===== config.mk =====
export PLATFORM = sky130hd
export DESIGN_NAME = mem_copy_engine
export DESIGN_NICKNAME = d
export VERILOG_FILES = /design/src/rtl/mem_copy_pkg.sv /design/src/rtl/mem_copy_engine.sv
export SDC_FILE = /design/constraint.sdc
export NUM_CORES = 1
export LEC_CHECK = 0
export ABC_AREA = 1
export BUFFER_PORTS_ARGS = -buffer_cell sky130_fd_sc_hd__buf_4
export CAP_MARGIN = 20
export CORE_ASPECT_RATIO = 0.9
export CORE_MARGIN = 10
export CORE_UTILIZATION = 54
export CTS_BUF_LIST = sky130_fd_sc_hd__clkbuf_8
export CTS_CLUSTER_SIZE = 40
export DETAILED_ROUTE_END_ITERATION = 16
export GPL_TIMING_DRIVEN = 1
export PLACE_DENSITY_LB_ADDON = 0.1
export SLEW_MARGIN = 20
export SYNTH_ARGS = -nofsm -noshare
export SYNTH_HDL_FRONTEND = slang
export SYNTH_SLANG_ARGS = --single-unit

===== constraint.sdc =====
create_clock -name CLK -period 1.9 [get_ports CLK]
set_input_delay 0.38 -clock CLK [delete_from_list [all_inputs] [get_ports CLK]]
set_output_delay 0.38 -clock CLK [all_outputs]
set_load 0.1 [all_outputs]

===== src/rtl/mem_copy_pkg.sv =====
// rtl/mem_copy_pkg.sv - shared types and default widths for the block copy engine
package mem_copy_pkg;

  localparam int DEFAULT_DW = 8;
  localparam int DEFAULT_AW = 8;

  typedef enum logic [1:0] {
    IDLE  = 2'd0,
    READ  = 2'd1,
    WRITE = 2'd2,
    DONE  = 2'd3
  } copy_state_t;

endpackage


===== src/rtl/mem_copy_engine.sv =====
// rtl/mem_copy_engine.sv - byte-at-a-time memory copy master (read cycle, then write cycle)
module mem_copy_engine
  import mem_copy_pkg::*;
#(
  parameter int DW = DEFAULT_DW,
  parameter int AW = DEFAULT_AW
) (
  input  logic          CLK,
  input  logic          ResetN,
  input  logic          Start,
  input  logic          Abort,
  input  logic [AW-1:0] SrcAddr,
  input  logic [AW-1:0] DstAddr,
  input  logic [AW-1:0] Length,
  output logic          Busy,
  output logic          Done,
  output logic [AW-1:0] DataAddress,
  output logic          ReadMem,
  output logic          WriteMem,
  output logic [DW-1:0] MemWrData,
  input  logic [DW-1:0] MemRdData
);

  copy_state_t   state_q, state_d;
  logic [AW-1:0] src_q, src_d;
  logic [AW-1:0] dst_q, dst_d;
  logic [AW-1:0] cnt_q, cnt_d;
  logic [DW-1:0] hold_q, hold_d;

  always_ff @(posedge CLK) begin
    if (!ResetN) begin
      state_q <= IDLE;
      src_q   <= '0;
      dst_q   <= '0;
      cnt_q   <= '0;
      hold_q  <= '0;
    end else begin
      state_q <= state_d;
      src_q   <= src_d;
      dst_q   <= dst_d;
      cnt_q   <= cnt_d;
      hold_q  <= hold_d;
    end
  end

  always_comb begin
    state_d = state_q;
    src_d   = src_q;
    dst_d   = dst_q;
    cnt_d   = cnt_q;
    hold_d  = hold_q;
    unique case (state_q)
      IDLE: begin
        if (Start) begin
          src_d   = SrcAddr;
          dst_d   = DstAddr;
          cnt_d   = Length;
          state_d = (Length != '0) ? READ : DONE;
        end
      end
      READ: begin
        hold_d  = MemRdData;
        src_d   = src_q + AW'(1);
        state_d = Abort ? IDLE : WRITE;
      end
      WRITE: begin
        // The byte driven this cycle is committed even when aborting.
        dst_d = dst_q + AW'(1);
        cnt_d = cnt_q - AW'(1);
        if (Abort)
          state_d = IDLE;
        else if (cnt_q == AW'(1))
          state_d = DONE;
        else
          state_d = READ;
      end
      DONE: begin
        state_d = IDLE;
      end
      default: begin
        state_d = IDLE;
      end
    endcase
  end

  // Moore outputs: only state and registers feed the memory port.
  always_comb begin
    Busy        = 1'b0;
    Done        = 1'b0;
    ReadMem     = 1'b0;
    WriteMem    = 1'b0;
    DataAddress = '0;
    MemWrData   = '0;
    unique case (state_q)
      READ: begin
        Busy        = 1'b1;
        ReadMem     = 1'b1;
        DataAddress = src_q;
      end
      WRITE: begin
        Busy        = 1'b1;
        WriteMem    = 1'b1;
        DataAddress = dst_q;
        MemWrData   = hold_q;
      end
      DONE: begin
        Done = 1'b1;
      end
      default: begin
        Busy = 1'b0;
      end
    endcase
  end

endmodule


==> flow_summary.yaml <==
outcome:
  outcome: "complete, but fails checks"
  violations: "setup timing"
sta:
  post-route-period-util_pct: 105
  worst_pin_slew_ps: 350
  drv_slew: 0
  relSlewSlack_pct: 76.5
  min_period_ps: 1990
  finalSetupTns_ps: -546
  layout_setup_ws_ps: -85.8
  rsz0062_at_grt: "yes"
  fmax_mhz: 504
  finalSetupViolations: 9
  finalHoldViolCount: 0
  finClkSkew_ps: 7.05
setup_path:
  end_kind: "output port"
  crit_path_max_fanout: 8
  arrival_ps: 1610
  worstPathRequired_ps: 1520
  criticalPathCategory: "reg2out"
  rr_worst_depth: 9
  crit_path_start_kind: "register"
yosys:
  synth_mux_area_share_pct: 0
  synth_xor_area_share_pct: 0
  yosys.area.top_type: "dfxtp_1"
  synth.avg_cell_area_um2: 6.41
  synth_edf_count: 0
  yosysWarnings: 0
  synth-seq-cells: 34
  seq_area_frac_synth_pct: 32.8
  ys_async_sr_fraction_pct: 0
  synth_cells: 324
  yosysUniqueCellTypes: 30
  synthesis.area_um2: 2080
  syn_nets: 368
  synth_compound_area_share_pct: 23.6
  ys_dominant_reg_cell: "dfxtp_1"
  synth_top_area_share_pct: 32.8
  synthAdderAreaFrac_pct: 4.82
  synth_top_family_by_area: "simple AND/OR/NAND/NOR gates"
  yosys.area_share.simple_pct: 28.5
  synth_area_leaders: "dfxtp_1, nand2_1, nor2_1, o21ai_0, a21oi_1"
final_layout:
  stdcell_area_um2: 3120
  num_antenna_cells: 0
  num-fill-cells: 220
  nets: 431
  drive_gt1_share_pct: 29.6
  area_delta_synth_final_pct: 50.5
floorplan:
  rows: 21
  die_area_um2: 6730
  start_util_pct: 56.0
  io_pins: 56
  core_area_um2: 3700
  die_h_um: 78.8
  die_w_um: 85.4
cts:
  clockBufferDepth: 2
  cts.sinks: 34
  h-tree-depth: 2
  clock_latency_ps: 300
  cts_tree: "yes"
  path_clk_slew_ps: 70
  cts_buffers: 5
  cts_root_buf: "clkbuf_8"
placement:
  dpl_cell_area_um2: 2780
  io_buffers: 55
  dpl_worst_slack_ps: 154
  gp_congestion: 0.843
  hpwlAfterDp_um: 4360
grt:
  grt_pass1_vias: 2426
  grt_max_degree: 26
  grt_usage_pct: 19.1
  grt_pass1_wl_um: 10900
  grt-ovfl-total: 0
  antenna_found_initial: 0
worst_hold_path:
  min_path_type: "in2reg"
  min_path_cells: 3
flow_run:
  maxCapViolCount: 0
route:
  wire_per_inst_um: 15.6
  drt_wl_total_um: 6760
  routed-via-count: 2426
  antenna_left: 0
  first_iter_violations: 172
  routed_via_density: 5.59
  drt_first_pass_iters: 7
  drc_errors: 0
pwr:
  ir_drop_mv: 0.545
  p_per_area_nw_per_um2: 616
  p_leak_nw: 1.35
-- cells in the final DEF (no fill, tap or decap), types with 3 or more instances in the layout --
cell type,n
a21oi_4,8
inv_1,19
buf_6,4
nor3_1,5
o21ai_0,36
nand3_1,14
o21ai_1,9
a31oi_1,7
nand2_1,65
ha_1,5
ha_4,3
o21a_1,3
inv_4,3
buf_4,48
buf_12,16
clkbuf_8,6
nand2_4,8
dfxtp_1,32
clkinvlp_4,9
a21oi_1,19
nor2_1,50
-- worst max-delay path: stages, from the launching register on --
cell and delay (ps):
dfxtp_4 380, inv_4 50, ha_4 270, clkinvlp_4 90
buf_12 160, a21oi_4 150, buf_12 190
-- layer usage --
layer / global-route usage (%) / up-vias / routed length, um / share of wire (%)
met5: 0 / - / 0 / 0
met4: 7.07 / 0 / 143 / 2.1
met3: 6.43 / 16 / 572 / 8.5
met2: 33.0 / 108 / 3330 / 49
met1: 21.4 / 1113 / 2720 / 40
li1: - / 1189 / - / -
-- area by class of cell --
type	count	area (um^2)	area share, %
Multi-Input combinational cell	244	1370	43.9
Timing Repair Buffer	70	756	24.2
Sequential cell	34	688	22.0
Inverter	32	161	5.17
Clock buffer	6	82.6	2.64
Tap cell	46	57.6	1.84
Clock inverter	2	8.76	0.280
-- stage by stage --
| step | hold WS [ps] | utilization [%] | std cells | total power, W |
|---|---|---|---|---|
| CTS | 311 | 83.2 | 431 | 0.00189 |
| global placement | 457 | 75.1 | 420 | 0.00132 |
| global route | 319 | 84.3 | 434 | 0.00201 |
| finish | 314 | 84.3 | 434 | 0.00193 |
| detailed placement | 462 | 75.1 | 420 | 0.00133 |
| floorplan | 443 | - | 324 | 0.00119 |
-- registers in the layout, summed over array words and instances, names as in the netlist --
signal,count
dst_q,8
cnt_q,8
state_q,2
src_q,8
hold_q,8
-- power breakdown --
part	switching [W]	internal (W)
Clock	0.000280	0.000287
Combinational	0.000307	0.000206
Sequential	0.0000679	0.000778
Total	0.000655	0.00127
-- worst paths after layout --
path	start	end	slack, ps
setup / recovery	state_q[0]	DataAddress[4]	-90
hold reg to reg	cnt_q[7]	cnt_q[7]	470
hold / removal	MemRdData[6]	hold_q[6]	310
setup reg to reg	state_q[1]	dst_q[6]	70
-- repair_timing --
item,CTS,global route
hold buffers,0,0
cloned,0,0
resized for setup,45,6
buffers inserted,3,3
setup endpoints to repair,16,16
-- Yosys cell counts, types with 2 or more instances --
master,count
buf_6,2
a21oi_1,27
clkbuf_1,4
nand3_1,14
o21ai_1,9
nor2_1,50
dfxtp_1,34
o21ai_0,36
a31oi_1,7
nand2_1,73
buf_2,6
o211ai_1,2
o21a_1,3
ha_1,8
inv_1,29
nor3_1,5
nand3b_1,2
-- kinds of logic (layout without fill, tap and decap cells) --
logic type / Yosys count / in the layout
DFF: 34 / 34
adders and majority gates: 8 / 8
buffers and inverters: 46 / 110
and+or+nand+nor: 147 / 147
AOI/OAI and AO/OA: 89 / 89
Note: power is estimated with default switching activity, not from simulation.
